### config.mk
export PLATFORM = sky130hd
export DESIGN_NAME = spi_flash_arbiter_flat
export DESIGN_NICKNAME = d
export VERILOG_FILES = /design/src/rtl/spi_flash_arbiter_if.sv /design/src/rtl/spi_flash_arbiter.sv /design/src/flat_wrapper.sv
export SDC_FILE = /design/constraint.sdc
export NUM_CORES = 1
export LEC_CHECK = 0
export BUFFER_PORTS_ARGS = -buffer_cell sky130_fd_sc_hd__buf_2
export CORE_MARGIN = 4
export CORE_UTILIZATION = 40
export CTS_CLUSTER_SIZE = 16
export DETAILED_ROUTE_END_ITERATION = 8
export GPL_TIMING_DRIVEN = 0
export PLACE_DENSITY = 0.7
export SYNTH_ARGS = -nofsm -noshare
export SYNTH_HDL_FRONTEND = slang
export SYNTH_SLANG_ARGS = --single-unit
### constraint.sdc
create_clock -name clk -period 1.4 [get_ports clk]
set_input_delay 0.14 -clock clk [delete_from_list [all_inputs] [get_ports clk]]
set_output_delay 0.14 -clock clk [all_outputs]
set_load 0.1 [all_outputs]
### src/rtl/spi_flash_arbiter_if.sv
// Signal bundle between the two SPI requesters, the arbiter and the flash pins.
// The arbiter connects through the slave modport; the requester/flash side uses master.
interface spi_flash_arbiter_if;
    logic m0_req;
    logic m1_req;
    logic m0_gnt;
    logic m1_gnt;
    logic m0_cs;
    logic m1_cs;
    logic m0_sck;
    logic m1_sck;
    logic m0_mosi;
    logic m1_mosi;
    logic m_miso;
    logic spi_cs;
    logic spi_sck;
    logic spi_mosi;
    logic spi_miso;

    modport slave (
        input  m0_req, m1_req, m0_cs, m1_cs, m0_sck, m1_sck, m0_mosi, m1_mosi, spi_miso,
        output m0_gnt, m1_gnt, m_miso, spi_cs, spi_sck, spi_mosi
    );

    modport master (
        output m0_req, m1_req, m0_cs, m1_cs, m0_sck, m1_sck, m0_mosi, m1_mosi, spi_miso,
        input  m0_gnt, m1_gnt, m_miso, spi_cs, spi_sck, spi_mosi
    );
endinterface

### src/rtl/spi_flash_arbiter.sv
// Shares the SPI config-flash pins between two masters: wakes the flash with 0xAB, then
// round-robin grants per transaction. Define SPI_ARB_TIMEOUT_EN for the grant watchdog.
module spi_flash_arbiter #(
    parameter int WAKE_CYCLES    = 40,
    parameter int CS_GAP         = 2,
    parameter int TIMEOUT_CYCLES = 65535
) (
    input  logic                 clk,
    input  logic                 reset_n,
    spi_flash_arbiter_if.slave   bus,
    output logic                 ready,
    output logic                 timeout
);
    typedef enum logic [2:0] {
        WAKE_CMD,
        WAKE_WAIT,
        IDLE,
        GRANT0,
        GRANT1,
        GAP
    } state_t;

    localparam logic [7:0] WAKE_OPCODE = 8'hAB;

    if (WAKE_CYCLES < 1 || WAKE_CYCLES > 255 || CS_GAP < 1 || CS_GAP > 15 ||
        TIMEOUT_CYCLES < 1 || TIMEOUT_CYCLES > 65535) begin : g_param_check
        $error("spi_flash_arbiter: parameter out of range");
    end

    state_t     state;
    state_t     state_nxt;
    logic [7:0] cnt;
    logic       ptr;
    logic       pin_cs;
    logic       pin_sck;
    logic       pin_mosi;
    logic       req0;
    logic       req1;
    logic       rel0;
    logic       rel1;
    logic       tmo_hit;

`ifdef SPI_ARB_TIMEOUT_EN
    logic [15:0] tmo_cnt;
    logic [1:0]  req_mask;
    logic        in_grant;

    assign in_grant = (state == GRANT0) || (state == GRANT1);
    assign tmo_hit  = in_grant && (tmo_cnt == 16'(TIMEOUT_CYCLES - 1));
    assign req0     = bus.m0_req & ~req_mask[0];
    assign req1     = bus.m1_req & ~req_mask[1];

    // A timed-out master stays masked until its request is seen low.
    always_ff @(posedge clk or negedge reset_n) begin
        if (!reset_n) begin
            tmo_cnt  <= '0;
            req_mask <= '0;
            timeout  <= 1'b0;
        end else begin
            tmo_cnt <= in_grant ? tmo_cnt + 16'd1 : 16'd0;
            timeout <= tmo_hit;
            if (tmo_hit && state == GRANT0) req_mask[0] <= 1'b1;
            else if (!bus.m0_req)           req_mask[0] <= 1'b0;
            if (tmo_hit && state == GRANT1) req_mask[1] <= 1'b1;
            else if (!bus.m1_req)           req_mask[1] <= 1'b0;
        end
    end
`else
    assign tmo_hit = 1'b0;
    assign req0    = bus.m0_req;
    assign req1    = bus.m1_req;
    assign timeout = 1'b0;
`endif

    assign rel0 = (!bus.m0_req && bus.m0_cs) || tmo_hit;
    assign rel1 = (!bus.m1_req && bus.m1_cs) || tmo_hit;

    always_ff @(posedge clk or negedge reset_n) begin
        if (!reset_n) state <= WAKE_CMD;
        else          state <= state_nxt;
    end

    always_comb begin
        state_nxt = state;
        case (state)
            WAKE_CMD:  if (cnt == 8'd15) state_nxt = WAKE_WAIT;
            WAKE_WAIT: if (cnt == 8'(WAKE_CYCLES - 1)) state_nxt = IDLE;
            IDLE: begin
                if (req0 && (!req1 || !ptr)) state_nxt = GRANT0;
                else if (req1)               state_nxt = GRANT1;
            end
            GRANT0:    if (rel0) state_nxt = GAP;
            GRANT1:    if (rel1) state_nxt = GAP;
            GAP:       if (cnt == 8'(CS_GAP - 1)) state_nxt = IDLE;
            default:   state_nxt = WAKE_CMD;
        endcase
    end

    // Pin registers carry the wake command; they sit at the idle level otherwise.
    always_ff @(posedge clk or negedge reset_n) begin
        if (!reset_n) begin
            cnt      <= '0;
            ptr      <= 1'b0;
            ready    <= 1'b0;
            pin_cs   <= 1'b1;
            pin_sck  <= 1'b0;
            pin_mosi <= 1'b0;
        end else begin
            if (state_nxt != state) cnt <= '0;
            else if (state == WAKE_CMD || state == WAKE_WAIT || state == GAP) cnt <= cnt + 8'd1;
            else cnt <= '0;

            if (state == WAKE_CMD) begin
                pin_cs   <= 1'b0;
                pin_sck  <= cnt[0];
                pin_mosi <= WAKE_OPCODE[3'd7 - cnt[3:1]];
            end else begin
                pin_cs   <= 1'b1;
                pin_sck  <= 1'b0;
                pin_mosi <= 1'b0;
            end

            if (state == WAKE_WAIT && state_nxt == IDLE) ready <= 1'b1;
            if (state == GRANT0 && rel0) ptr <= 1'b1;
            if (state == GRANT1 && rel1) ptr <= 1'b0;
        end
    end

    assign bus.m0_gnt = (state == GRANT0);
    assign bus.m1_gnt = (state == GRANT1);
    assign bus.m_miso = bus.spi_miso;

    always_comb begin
        bus.spi_cs   = pin_cs;
        bus.spi_sck  = pin_sck;
        bus.spi_mosi = pin_mosi;
        if (state == GRANT0) begin
            bus.spi_cs   = bus.m0_cs;
            bus.spi_sck  = bus.m0_sck;
            bus.spi_mosi = bus.m0_mosi;
        end else if (state == GRANT1) begin
            bus.spi_cs   = bus.m1_cs;
            bus.spi_sck  = bus.m1_sck;
            bus.spi_mosi = bus.m1_mosi;
        end
    end
endmodule

### src/flat_wrapper.sv
// flat-port wrapper written by rule: the top's interface ports become plain ports
module spi_flash_arbiter_flat 
#(
    parameter int WAKE_CYCLES    = 40,
    parameter int CS_GAP         = 2,
    parameter int TIMEOUT_CYCLES = 65535
)
  (clk, reset_n, ready, timeout, bus_m0_req, bus_m1_req, bus_m0_cs, bus_m1_cs, bus_m0_sck, bus_m1_sck, bus_m0_mosi, bus_m1_mosi, bus_spi_miso, bus_m0_gnt, bus_m1_gnt, bus_m_miso, bus_spi_cs, bus_spi_sck, bus_spi_mosi);
  spi_flash_arbiter_if bus_i ();
  input  logic clk;
  input  logic reset_n;
  output logic ready;
  output logic timeout;
  input wire logic [$bits(bus_i.m0_req)-1:0] bus_m0_req;
  input wire logic [$bits(bus_i.m1_req)-1:0] bus_m1_req;
  input wire logic [$bits(bus_i.m0_cs)-1:0] bus_m0_cs;
  input wire logic [$bits(bus_i.m1_cs)-1:0] bus_m1_cs;
  input wire logic [$bits(bus_i.m0_sck)-1:0] bus_m0_sck;
  input wire logic [$bits(bus_i.m1_sck)-1:0] bus_m1_sck;
  input wire logic [$bits(bus_i.m0_mosi)-1:0] bus_m0_mosi;
  input wire logic [$bits(bus_i.m1_mosi)-1:0] bus_m1_mosi;
  input wire logic [$bits(bus_i.spi_miso)-1:0] bus_spi_miso;
  output wire logic [$bits(bus_i.m0_gnt)-1:0] bus_m0_gnt;
  output wire logic [$bits(bus_i.m1_gnt)-1:0] bus_m1_gnt;
  output wire logic [$bits(bus_i.m_miso)-1:0] bus_m_miso;
  output wire logic [$bits(bus_i.spi_cs)-1:0] bus_spi_cs;
  output wire logic [$bits(bus_i.spi_sck)-1:0] bus_spi_sck;
  output wire logic [$bits(bus_i.spi_mosi)-1:0] bus_spi_mosi;
  assign bus_i.m0_req = bus_m0_req;
  assign bus_i.m1_req = bus_m1_req;
  assign bus_i.m0_cs = bus_m0_cs;
  assign bus_i.m1_cs = bus_m1_cs;
  assign bus_i.m0_sck = bus_m0_sck;
  assign bus_i.m1_sck = bus_m1_sck;
  assign bus_i.m0_mosi = bus_m0_mosi;
  assign bus_i.m1_mosi = bus_m1_mosi;
  assign bus_i.spi_miso = bus_spi_miso;
  assign bus_m0_gnt = bus_i.m0_gnt;
  assign bus_m1_gnt = bus_i.m1_gnt;
  assign bus_m_miso = bus_i.m_miso;
  assign bus_spi_cs = bus_i.spi_cs;
  assign bus_spi_sck = bus_i.spi_sck;
  assign bus_spi_mosi = bus_i.spi_mosi;
  spi_flash_arbiter #(.WAKE_CYCLES(WAKE_CYCLES), .CS_GAP(CS_GAP), .TIMEOUT_CYCLES(TIMEOUT_CYCLES)) u_core (.clk(clk), .reset_n(reset_n), .bus(bus_i), .ready(ready), .timeout(timeout));
endmodule
Word level (Yosys, flattened, before mapping)
Memories as Yosys holds them, arrays and structs flattened.
Cells that the tools add are included.
{"block": "word_totals", "reg_bits": 16, "latch_bits": 0, "ram_bits": 0, "romBits": 8, "output_inout_bits": 8, "word_cells": 57, "n_memories": 1}
{"name": "(no name shown)", "words": 8, "width": 1, "rd": 1, "rd_clocked_by_memory_dff": 0, "wr": 0, "line": "spi_flash_arbiter.sv:116", "text": "pin_mosi <= WAKE_OPCODE[3'd7 - cnt[3:1]];"}
{"block": "classes", "add_sub_neg": 2, "multipliers": 0, "n_div": 0, "n_lt_le_gt_ge": 1, "n_eq_ne": 10, "shift": 0, "n_mux": 22, "bitwise": 0, "reduce_logical": 14}
{"operator": "3-bit two-way mux", "n": 7}
{"operator": "3-bit case mux with 6 select lines", "n": 1}
{"operator": "8-bit two-way mux", "n": 2}
{"operator": "1-bit two-way mux", "n": 12}
{"operator": "3-bit by 2-bit equality test with 1-bit output (second input constant)", "n": 3}
{"operator": "8-bit by 1-bit adder with 8-bit output (second input constant)", "n": 1}
{"operator": "8-bit by 1-bit equality test with 1-bit output (second input constant)", "n": 1}
{"operator": "8-bit by 4-bit equality test with 1-bit output (second input constant)", "n": 1}
{"operator": "8-bit by 6-bit equality test with 1-bit output (second input constant)", "n": 1}
{"operator": "3-bit equality test (second input constant)", "n": 2}
{"operator": "1-bit logical AND", "n": 6}
{"operator": "3-bit by 4-bit < comparator with 1-bit output (second input constant)", "n": 1}
{"operator": "3-bit by 1-bit equality test with 1-bit output (second input constant)", "n": 1}
{"operator": "1-bit zero test", "n": 3}
{"operator": "3-bit zero test", "n": 1}
{"operator": "1-bit logical OR", "n": 3}
{"operator": "3-bit inequality test", "n": 1}
{"operator": "3-bit subtractor (first input constant)", "n": 1}
{"operator": "2-bit nonzero test", "n": 1}

Logic depth before layout (Yosys ltp)
Gate-level depths: netlist of the first run.
{"block": "depth", "depth_word": 7, "depth_mapped": 5, "ltp_nobuf": 5}

Worst setup path before layout of the first run
OpenSTA, ideal clock, no wires.
{"block": "synth_timing", "path_type": "register to output", "startpoint": "register u_core.state[1]", "endpoint": "output port bus_spi_mosi", "arrival_ns": 4.196, "required_ns": 1.260, "setup_slack_ns": -2.936, "stages_incl_launch_ff": 5, "path_cell_list": "dfrtp_1 > buf_6 > nor3b_2 > mux2i_1 > o21ai_0"}
{"block": "synth_via", "elab_chain_cells": 3, "elab_cells_between_ends": 4, "cone_classes": "2 x eq/ne; 2 x mux"}
{"item": "start, declared", "line": "spi_flash_arbiter.sv:30", "text": "state_t state;"}
{"item": "start signal, assigned", "line": "spi_flash_arbiter.sv:80", "text": "else state <= state_nxt;"}
{"item": "3-bit equality test"}
{"item": "via bus_m1_gnt", "line": "flat_wrapper.sv:24", "text": "output wire logic [$bits(bus_i.m1_gnt)-1:0] bus_m1_gnt;"}
{"item": "1-bit two-way mux", "line": "spi_flash_arbiter.sv:141", "text": "end else if (state == GRANT1) begin"}
{"item": "1-bit two-way mux", "line": "spi_flash_arbiter.sv:137", "text": "if (state == GRANT0) begin"}
{"item": "end, declared", "line": "flat_wrapper.sv:28", "text": "output wire logic [$bits(bus_i.spi_mosi)-1:0] bus_spi_mosi;"}
The timed path passes the listed nets, and every way through them passes these cells.

Worst setup path after layout of the first run
{"block": "layout_timing", "startpoint": "register u_core.state[1]", "endpoint": "output port bus_spi_sck"}
{"block": "layout_via", "elab_chain_cells": 3, "elab_cells_between_ends": 4, "cone_classes": "2 x eq/ne; 2 x mux"}
{"item": "3-bit equality test", "line": "spi_flash_arbiter.sv:141"}
{"item": "1-bit two-way mux", "line": "spi_flash_arbiter.sv:141"}
{"item": "1-bit two-way mux (*)", "line": "spi_flash_arbiter.sv:137"}
{"item": "end, declared", "line": "flat_wrapper.sv:27", "text": "output wire logic [$bits(bus_i.spi_sck)-1:0] bus_spi_sck;"}
Every way passes the cells marked *; elsewhere a longest branch is shown, timed or not.

==> results_dict.tcl, run 1 <==
set metrics [dict create \
    powerDensity_nw_per_um2 509 \
    path_depth 5 \
    synth-seq-cells 16 \
    r2r_slack_ns -0.31 \
    globalplace.congestion 0.858 \
    hpwl_mm 1.55 \
    multi_input_area_um2 724 \
    violations "setup timing" \
    cp_top_family "flip-flops" \
    critical_path_class "reg -> out" \
    synth_top_cells_by_area "dfrtp_1 40%, xor2_1 3.7%, dfstp_2 2.8%, nand2_1 2.8%, ha_1 2.6%" \
    fin_area_um2 1630 \
    core_um2 2230 \
    fillers 144 \
    finalSetupTns_ns -3.27 \
    rsz0062_at_grt "true" \
    cp_cell_sequence "buf_6, nor3b_4, mux2i_2, o21ai_4, buf_12" \
    ant_nets 0 \
    insertion_delay_ns 0.29 \
    syn-cell-area_um2 946 \
    antenna_found_initial 0 \
    pin_count 19 \
    crit_fanout 3 \
    clock-root-buffer "clkbuf_4" \
    cts.sinks 16 \
    nNetsFinal 154 \
    firstDrtPassIters 4 \
    die_area_um2 3210 \
    maxCapViolations 0 \
    startpoint_type "register" \
    worst_slack_ns -0.440 \
    yosys.area.top_type "dfrtp_1" \
    dpl_cell_area_um2 1160 \
    seqPwrFrac 0.556 \
    synthArstFlopShare 1.00 \
    setup_viol 18 \
    syn_to_final_growth_pct 72.4 \
    cp-startpoint "u_core.state[1]" \
    synth_cells 100 \
    wl_per_cell_um 17.3 \
    leakage_nw 0.728 \
    port_buffers 16 \
    vdd_ir_drop_max_mv 0.608 \
    cts.path.max_buffers 2 \
    regArea_um2 404 \
    synth_edf_count 0 \
    grt-ovfl-total 0 \
    hold_violations 0 \
    htreeDepth 1 \
    seq_area_frac_synth 0.425 \
    cts_buffers 3 \
    clk_pin_slew_ns 0.09 \
    synth_top_area_frac 0.397 \
    die_h_um 56.6 \
    status "finished with violations" \
    clock.fmax_ghz 0.543 \
    timing.rr.start "u_core.state[1]" \
    pwr-share-comb 0.074 \
    via_per_inst 5.67 \
    arrival_ns 1.70 \
    grt_max_degree 17 \
    layout_min_cycle_time_ns 1.84 \
    n_antenna_cell 0 \
    synthTopCellsByCount "15 x dfrtp_1, 7 x nand2_1, 6 x nor2_1" \
    intPower_w 0.000638 \
    cp-endpoint "bus_spi_sck" \
    crit_path_max_incr_delay_ns 0.43 \
    vias 952 \
    cts_tree "yes" \
    slew_viol_final 0 \
    relSlewSlack 0.603 \
    chipWidth_um 56.6 \
    power.clock.fraction 0.369 \
    yosysUniqueCellTypes 43 \
    cp-end-kind "output port" \
    switching_power_w 0.000192 \
    drt-initial-drc-count 47 \
    postLayoutCoreUtil 0.730 \
    layout-drive-gt1-share 0.593 \
    routed_wl_mm 2.91 \
    drc 0 \
    reg2regPathDepth 7 \
    grt_usage 0.192 \
    clock_skew_ns 0.00594 \
    synth.most_common_cell "dfrtp_1" \
    worstPathRequired_ns 1.26 \
    grt_pass1_vias 1026 \
    syn_nets 113 \
    post-route-period-util 1.31 \
    synthFlopType "dfrtp_1" \
    avgSynthCellArea_um2 9.46 \
    switching_share 0.231 \
    hp-class "in -> reg" \
    initial_core_util 0.424 \
    power_w 0.000830 \
    critical_path_buf_inv_count 2 \
    yosysWarnings 0 \
    reg2reg_to "u_core.cnt[0]" \
    std_cell_rows 17 \
    worstMarginPinSlew_ns 0.594 \
    grt_pass1_wl_mm 4.70 \
    slowest_stage "dfrtp_1" \
]
==> per-stage QoR <==
stage | hold slack, ns | setup slack [ns] | instances
floorplan | -0.156 | -1.01 | 100
global placement | 0.0620 | -0.281 | 144
detailed placement | 0.0666 | -0.311 | 144
CTS | 0.203 | -0.411 | 165
global route | 0.227 | -0.490 | 168
finish | 0.224 | -0.440 | 168
==> tightest hold or removal path: stages <==
cell	delay, ns
buf_2	0.13
nand3b_1	0.12
a21boi_0	0.09
==> state kept, by name, indices dropped and copies added (netlist names) <==
signal / flops
u_core.cnt: 8
u_core.state: 3
u_core.pin_cs: 1
u_core.pin_mosi: 1
u_core.pin_sck: 1
u_core.ptr: 1
u_core.ready: 1
==> how the worst min path moves through the flow <==
| stage | cells after the start | slack, ns | from | to |
|---|---|---|---|---|
| 6_report | 3 | 0.22 | bus_m0_cs | u_core.ptr |
| 5_1_grt | 3 | 0.23 | bus_m0_cs | u_core.ptr |
| 4_1_cts | 3 | 0.20 | bus_m0_cs | u_core.ptr |
| 3_5_place_dp | 1 | 0.07 | reset_n | u_core.cnt[5] |
| 3_3_place_gp | 1 | 0.06 | reset_n | u_core.cnt[5] |
| 2_1_floorplan | 0 | -0.16 | reset_n | u_core.cnt[0] |
==> per-layer routing <==
layer,GRT usage,part of all wire
met1,0.205,0.39
met2,0.355,0.52
met3,0.0276,0.052
met4,0.105,0.035
met5,0,0
==> cell type report <==
class,instances,share of cell area
multi-input combinational,72,0.444
sequential,16,0.248
timing repair buffer,36,0.200
buffer,6,0.0468
clock buffer,4,0.0223
tap,28,0.0215
inverter,6,0.0169
==> kinds of logic (layout without fill, tap and decap cells) <==
family          count (synthesis)  in the layout  share of synthesized area
other cells                     1              1                    0.00396
mux                             2              2                     0.0212
compound gates                 17             17                      0.128
simple gates                   44             44                      0.270
xor+xnor                        6              6                     0.0556
flops                          16             16                      0.425
fa+ha+maj                       2              2                     0.0265
buf+inv                        12             52                     0.0701
==> what timing repair did <==
item | 4_1_cts | 5_1_grt
resized for setup | 50 | 15
buffers inserted | 16 | 4
endpoints found under the hold margin | 15 | 0
hold buffers | 1 | 0
pin swaps | 19 | 7
cloned | 0 | 0
setup endpoints to repair | 12 | 19
==> power groups by stage <==
stage | clock network [W] | logic, W | registers, W
after floorplan | 0 | 0.0000319 | 0.000471
after global placement | 0 | 0.0000569 | 0.000471
after detailed placement | 0 | 0.0000581 | 0.000471
after CTS | 0.000305 | 0.0000613 | 0.000462
after global routing | 0.000330 | 0.0000667 | 0.000462
final | 0.000307 | 0.0000618 | 0.000462
==> cell usage in the layout (no fill, tap or decap), types with 3 or more instances in the layout <==
master,synthesis,final
nand3_1,4,3
dfrtp_1,15,13
buf_4,3,16
nor3_2,0,3
nand2_1,7,6
nor2_1,6,3
buf_12,0,5
clkbuf_4,0,3
inv_1,5,4
xor2_1,4,3
nor4_4,0,3
buf_6,1,7
buf_2,0,11
(Power assumes the default switching activity.)
==> run 2, diff against run 1 <==
--- a/config.mk
+++ b/config.mk
@@ -5,6 +5,7 @@
 export SDC_FILE = /design/constraint.sdc
 export NUM_CORES = 1
 export LEC_CHECK = 0
+export ABC_AREA = 1
 export BUFFER_PORTS_ARGS = -buffer_cell sky130_fd_sc_hd__buf_2
 export CORE_MARGIN = 4
 export CORE_UTILIZATION = 40
==> run 2 against run 1 <==
Compared with the run above: the flow still finishes with violations (setup timing); cell count up 29%; critical endpoint unchanged; critical path type unchanged; worst setup slack gained 0.10 ns; clock-buffer cell count did not move; synthesized cell count rose by 50%; clock skew shrank 0.0050 ns; synthesized area rose by 5.7%; sequential power about the same; worst hold slack worse by 0.011 ns; largest cell class unchanged; first-iteration DRC count grew 66%; largest power group unchanged; register-to-register slack improved by 0.07 ns; total power shrank 5.1%.
==> results_dict.tcl, run 2 <==
set metrics [dict create \
    syn-cell-area_um2 1000 \
    leakage_nw 0.792 \
    rsz0062_at_grt "true" \
    grt_usage 0.171 \
    final_cell_mix "25 x nand2_1, 18 x inv_1, 16 x buf_4" \
    port_buffers 16 \
    largest_register_ffs 8 \
    slew_viol_final 0 \
    insertion_delay_ns 0.29 \
    cp-end-kind "output port" \
    wl_per_cell_um 14.8 \
    syn_nets 163 \
    timing.rr.start "u_core.state[2]" \
    reg2reg_to "u_core.cnt[0]" \
    layout-drive-gt1-share 0.521 \
    post-route-period-util 1.24 \
    synth_cells 150 \
    grt_pass1_wl_mm 4.44 \
    vias 1153 \
    die_area_um2 3360 \
    std_cell_rows 17 \
    pre_cts_ws_ns -0.354 \
    crit_fanout 6 \
    clk_pin_slew_ns 0.09 \
    top_regs "u_core.cnt: 8 flops, u_core.state: 3 flops" \
    ant_nets 0 \
    fin_cells 216 \
    synth_top_cells_by_area "dfrtp_1 38%, nand2_1 14%, nor2_1 12%, inv_1 8.3%, nand3_1 6.0%" \
    fillers 164 \
    hold_ws_ns 0.214 \
    cp_cell_sequence "inv_2, nand2_2, nor2_4, inv_6, a31oi_4, buf_12" \
    drc 0 \
    hp-class "in -> reg" \
    arrival_ns 1.60 \
    synth_top_area_frac 0.375 \
    synthTopCellsByCount "37 x nand2_1, 31 x nor2_1, 22 x inv_1" \
    yosysUniqueCellTypes 20 \
    layout_min_cycle_time_ns 1.74 \
    grt_pass1_vias 992 \
    synth.most_common_cell "nand2_1" \
    multi_input_area_um2 719 \
    seq_area_frac_synth 0.402 \
    startpoint_type "register" \
    powerDensity_nw_per_um2 494 \
    cp_top_family "flip-flops" \
    pin_count 19 \
    firstDrtPassIters 4 \
    cts_buffers 3 \
    hold_depth 3 \
    via_per_inst 5.34 \
    r2r_slack_ns -0.24 \
    grt_max_degree 17 \
    violations "setup timing" \
    holdPathEnd "u_core.state[2]" \
    maxCapViolations 0 \
    syn_to_final_growth_pct 59.6 \
    hold_start "bus_m1_req" \
    vdd_ir_drop_max_mv 0.507 \
    setup_viol 13 \
    globalplace.congestion 0.858 \
    routed_wl_mm 3.19 \
    clock_skew_ns 0.000972 \
    initial_core_util 0.435 \
    reg2regPathDepth 11 \
    yosys.area.top_type "dfrtp_1" \
    hpwl_mm 1.72 \
    place_inst 194 \
    top_register "u_core.cnt" \
    crit_path_max_incr_delay_ns 0.46 \
    drt-initial-drc-count 78 \
    critical_path_class "reg -> out" \
    clock.fmax_ghz 0.575 \
    yosysWarnings 0 \
    grt-ovfl-total 0 \
    final_common_cell "nand2_1" \
    chipWidth_um 58.0 \
    postLayoutCoreUtil 0.694 \
    worstPathRequired_ns 1.26 \
    n_antenna_cell 0 \
    cts_tree "yes" \
    synthFlopType "dfrtp_1" \
    nNetsFinal 202 \
    regArea_um2 408 \
    core_um2 2300 \
    antenna_found_initial 0 \
    status "finished with violations" \
    hold_violations 0 \
    slowest_stage "dfrtp_2" \
    worst_slack_ns -0.340 \
    synth-seq-cells 16 \
    clock-root-buffer "clkbuf_4" \
    htreeDepth 1 \
    synthArstFlopShare 1.00 \
    cts.path.max_buffers 2 \
    avgSynthCellArea_um2 6.66 \
    dpl_cell_area_um2 1170 \
    synth_edf_count 0 \
    die_h_um 58.0 \
    fin_area_um2 1600 \
    critical_path_buf_inv_count 3 \
    cts.sinks 16 \
]
run 2: cell types whose count changed after synthesis, sizes merged, moves of 3 or more:
| cell | before | now |
|---|---|---|
| and2 | 3 | 0 |
| nor2 | 6 | 35 |
| xor2 | 4 | 0 |
| a21oi | 1 | 7 |
| nor4 | 4 | 0 |
| nand2 | 7 | 39 |
| and3 | 4 | 0 |
| nand3 | 4 | 12 |
| inv | 6 | 25 |
run 2: worst register-to-register path: cells and delay by family (launching register included):
| family | cells | cell delay [ns] |
|---|---|---|
| buf+inv | 2 | 0.24 |
| simple gates | 9 | 0.85 |
| flops | 1 | 0.46 |
run 2: final cells by class:
cell class              instances  share of cell area
inverters                      25              0.0643
flip-flops and latches         16               0.256
clock buffers                   4              0.0165
multi-input cells             107               0.451
well taps                      28              0.0220
plain buffers                   2             0.00941
repair buffers                 34               0.181
run 2: metrics by stage:
stage	setup TNS, ns	total power (W)
after floorplan	-4.42	0.000509
after global placement	-2.17	0.000534
after detailed placement	-2.58	0.000535
after CTS	-2.03	0.000791
after global routing	-4.31	0.000831
final	-3.09	0.000788
run 2: worst max path at each step:
stage / start / endpoint / cells after the start
2_1_floorplan: u_core.state[2] / bus_spi_cs / 5
4_1_cts: u_core.state[2] / bus_spi_mosi / 6
3_5_place_dp: u_core.state[0] / bus_spi_sck / 6
5_1_grt: u_core.state[0] / bus_spi_mosi / 6
3_3_place_gp: u_core.state[0] / bus_spi_mosi / 6
6_report: u_core.state[2] / bus_spi_sck / 6
run 2: layer usage:
layer	vias up	GRT usage	wire length, µm
li1	539	-	-
met3	20	0.0468	233
met2	55	0.303	1650
met1	539	0.206	1180
met5	-	0	0
met4	0	0.0364	122
run 2: report_power, final:
part           internal (W)  switching, W  total [W]
clock              0.000111      0.000142   0.000253
combinational     0.0000192     0.0000513  0.0000705
sequential         0.000463   0.000000946   0.000464
total              0.000593      0.000195   0.000788
run 2: kinds of logic after synthesis:
kind of cell,after synthesis,share of synthesized area
other,1,0.00375
AOI/OAI and AO/OA,14,0.0814
DFF,16,0.402
adders and majority gates,2,0.0250
buffers and inverters,27,0.109
and+or+nand+nor,90,0.379
run 2: timing repair:
action                                  CTS  global route
pin swaps                                 8            17
hold endpoints to repair                 15             0
setup buffers                             9             8
hold buffers                              1             0
resized for setup                        39            40
endpoints found under the setup margin   12            13
==> run 3, diff against run 2 <==
--- a/config.mk
+++ b/config.mk
@@ -7,12 +7,13 @@
 export LEC_CHECK = 0
 export ABC_AREA = 1
 export BUFFER_PORTS_ARGS = -buffer_cell sky130_fd_sc_hd__buf_2
+export CAP_MARGIN = 20
 export CORE_MARGIN = 4
 export CORE_UTILIZATION = 40
 export CTS_CLUSTER_SIZE = 16
 export DETAILED_ROUTE_END_ITERATION = 8
 export GPL_TIMING_DRIVEN = 0
-export PLACE_DENSITY = 0.7
+export PLACE_DENSITY = 0.68
 export SYNTH_ARGS = -nofsm -noshare
 export SYNTH_HDL_FRONTEND = slang
 export SYNTH_SLANG_ARGS = --single-unit
==> constraint.sdc (replaced) <==
create_clock -name clk -period 1.85 [get_ports clk]
set_input_delay 0 -clock clk [delete_from_list [all_inputs] [get_ports clk]]
set_output_delay 0 -clock clk [all_outputs]
set_load 0.1 [all_outputs]
==> run 3 against run 2 <==
Compared with the run above: the run now ends clean; core utilization decreased by 16 points; clock-buffer cell count unchanged; critical path depth unchanged; non-clock buffer count shrank 16; cell count fell by 7.4%; clock power down 8.3%; sequential share of layout area is 7.0 points higher; final area fell by 23%; sequential power fell by 24%; global-route usage fell by 2.9 points; die area stayed put; flip-flop and latch count unchanged; critical path type unchanged; critical endpoint is now bus_spi_cs; highest routed layer unchanged.
==> results_dict.tcl, run 3 (synthesized netlist as in run 2, its figures left out) <==
set metrics [dict create \
    power_w 0.000631 \
    layout-drive-gt1-share 0.233 \
    startpoint_type "register" \
    std_cell_rows 17 \
    pin_count 19 \
    routed_wl_mm 2.17 \
    die_h_um 58.0 \
    top_register "u_core.cnt" \
    clock.fmax_ghz 0.570 \
    final_common_cell "nand2_1" \
    grt_max_degree 17 \
    grt_usage 0.142 \
    firstDrtPassIters 4 \
    setup_viol 0 \
    vias 979 \
    place_inst 194 \
    chipWidth_um 58.0 \
    worstPathRequired_ns 1.85 \
    globalplace.congestion 0.876 \
    hold_violations 0 \
    slowest_stage "dfrtp_1" \
    cp_cell_sequence "nor2_1, nand2_1, clkinvlp_4, nand2_1, a31oi_4, buf_4" \
    fin_cells 200 \
    layout_min_cycle_time_ns 1.75 \
    critical_path_buf_inv_count 2 \
    cp_top_family "flip-flops" \
    cts_tree "yes" \
    die_area_um2 3360 \
    n_antenna_cell 0 \
    nNetsFinal 186 \
    hpwl_mm 1.71 \
    clock_skew_ns 0.00450 \
    ant_nets 0 \
    cts.sinks 16 \
    fin_area_um2 1230 \
    cts.path.max_buffers 2 \
    powerDensity_nw_per_um2 511 \
    drt-initial-drc-count 34 \
    crit_path_max_incr_delay_ns 0.46 \
    dpl_cell_area_um2 1170 \
    slew_viol_final 0 \
    clk_pin_slew_ns 0.10 \
    top_regs "u_core.cnt: 8 flops, u_core.state: 3 flops" \
    grt_pass1_wl_mm 3.73 \
    cts_buffers 3 \
    cpMostUsedCell "nand2_1" \
    postLayoutCoreUtil 0.538 \
    clock-root-buffer "clkbuf_4" \
    syn_to_final_growth_pct 23.5 \
    hp-class "in -> reg" \
    hold_ws_ns 0.0392 \
    final_cell_mix "37 x nand2_1, 31 x nor2_1, 20 x inv_1" \
    crit_fanout 6 \
    arrival_ns 1.75 \
    core_um2 2300 \
    post-route-period-util 0.948 \
    leakage_nw 0.669 \
    maxCapViolations 0 \
    grt-ovfl-total 0 \
    critical_path_class "reg -> out" \
    antenna_found_initial 0 \
    drc 0 \
    status "finished, final reports clean" \
    insertion_delay_ns 0.29 \
    initial_core_util 0.435 \
    vdd_ir_drop_max_mv 0.463 \
    port_buffers 16 \
    wl_per_cell_um 10.8 \
    via_per_inst 4.90 \
    largest_register_ffs 8 \
    grt_pass1_vias 892 \
    htreeDepth 1 \
    cp-end-kind "output port" \
]
run 3: cell count changes in the layout (fill, tap and decap cells not counted), sizes merged:
cell  previous run  this run
buf             35        19
run 3: power breakdown:
part / switching (W) / total [W] / internal [W]
clock: 0.000112 / 0.000232 / 0.000120
combinational: 0.0000335 / 0.0000477 / 0.0000142
sequential: 0.000000521 / 0.000351 / 0.000351
run 3: final cells by class:
cell class,instances,area [µm²]
Buffer,2,15.0
Clock buffer,4,36.3
Fill cell,217,1060
Inverter,25,100
Multi-Input combinational cell,107,534
Sequential cell,16,402
Tap cell,28,35.0
Timing Repair Buffer,18,113
run 3: tightest hold or removal path: cells and delay by family:
family,cells,cell delay (ns)
compound gates,1,0.07
buf+inv,1,0.11
simple gates,1,0.11
run 3: final timing paths:
check                                startpoint  slack [ns]       endpoint  depth (start not counted)
worst min register to register     u_core.ready        0.47   u_core.ready                          2
worst max register to register    u_core.cnt[0]        0.16  u_core.cnt[0]                         10
max in group asynchronous               reset_n        1.41  u_core.pin_cs                          2
worst min-delay path                  bus_m0_cs        0.04     u_core.ptr                          3
worst max-delay path            u_core.state[0]         0.1     bus_spi_cs                          6
min in group asynchronous               reset_n        0.14  u_core.cnt[6]                          2
run 3: repair_timing:
action	in CTS	in global routing
hold buffers	1	0
endpoints found under the hold margin	16	0
pin swaps	0	0
resized for setup	3	2
endpoints found under the setup margin	3	3
setup buffers	0	1
run 3: routing by layer:
layer / routed length (µm) / track usage / share of wire / vias up
li1: - / - / - / 508
met2: 1010 / 0.224 / 0.47 / 28
met5: 0 / 0 / 0 / -
met4: 59 / 0.0828 / 0.027 / 0
met1: 983 / 0.179 / 0.45 / 435
met3: 113 / 0.0290 / 0.052 / 8
run 3: per-stage QoR:
| step | setup slack [ns] | setup TNS [ns] |
|---|---|---|
| floorplan | -0.0734 | -0.190 |
| global placement | 0.220 | 0 |
| detailed placement | 0.195 | 0 |
| CTS | 0.0715 | 0 |
| global route | -0.000965 | -0.000965 |
| finish | 0.0958 | 0 |
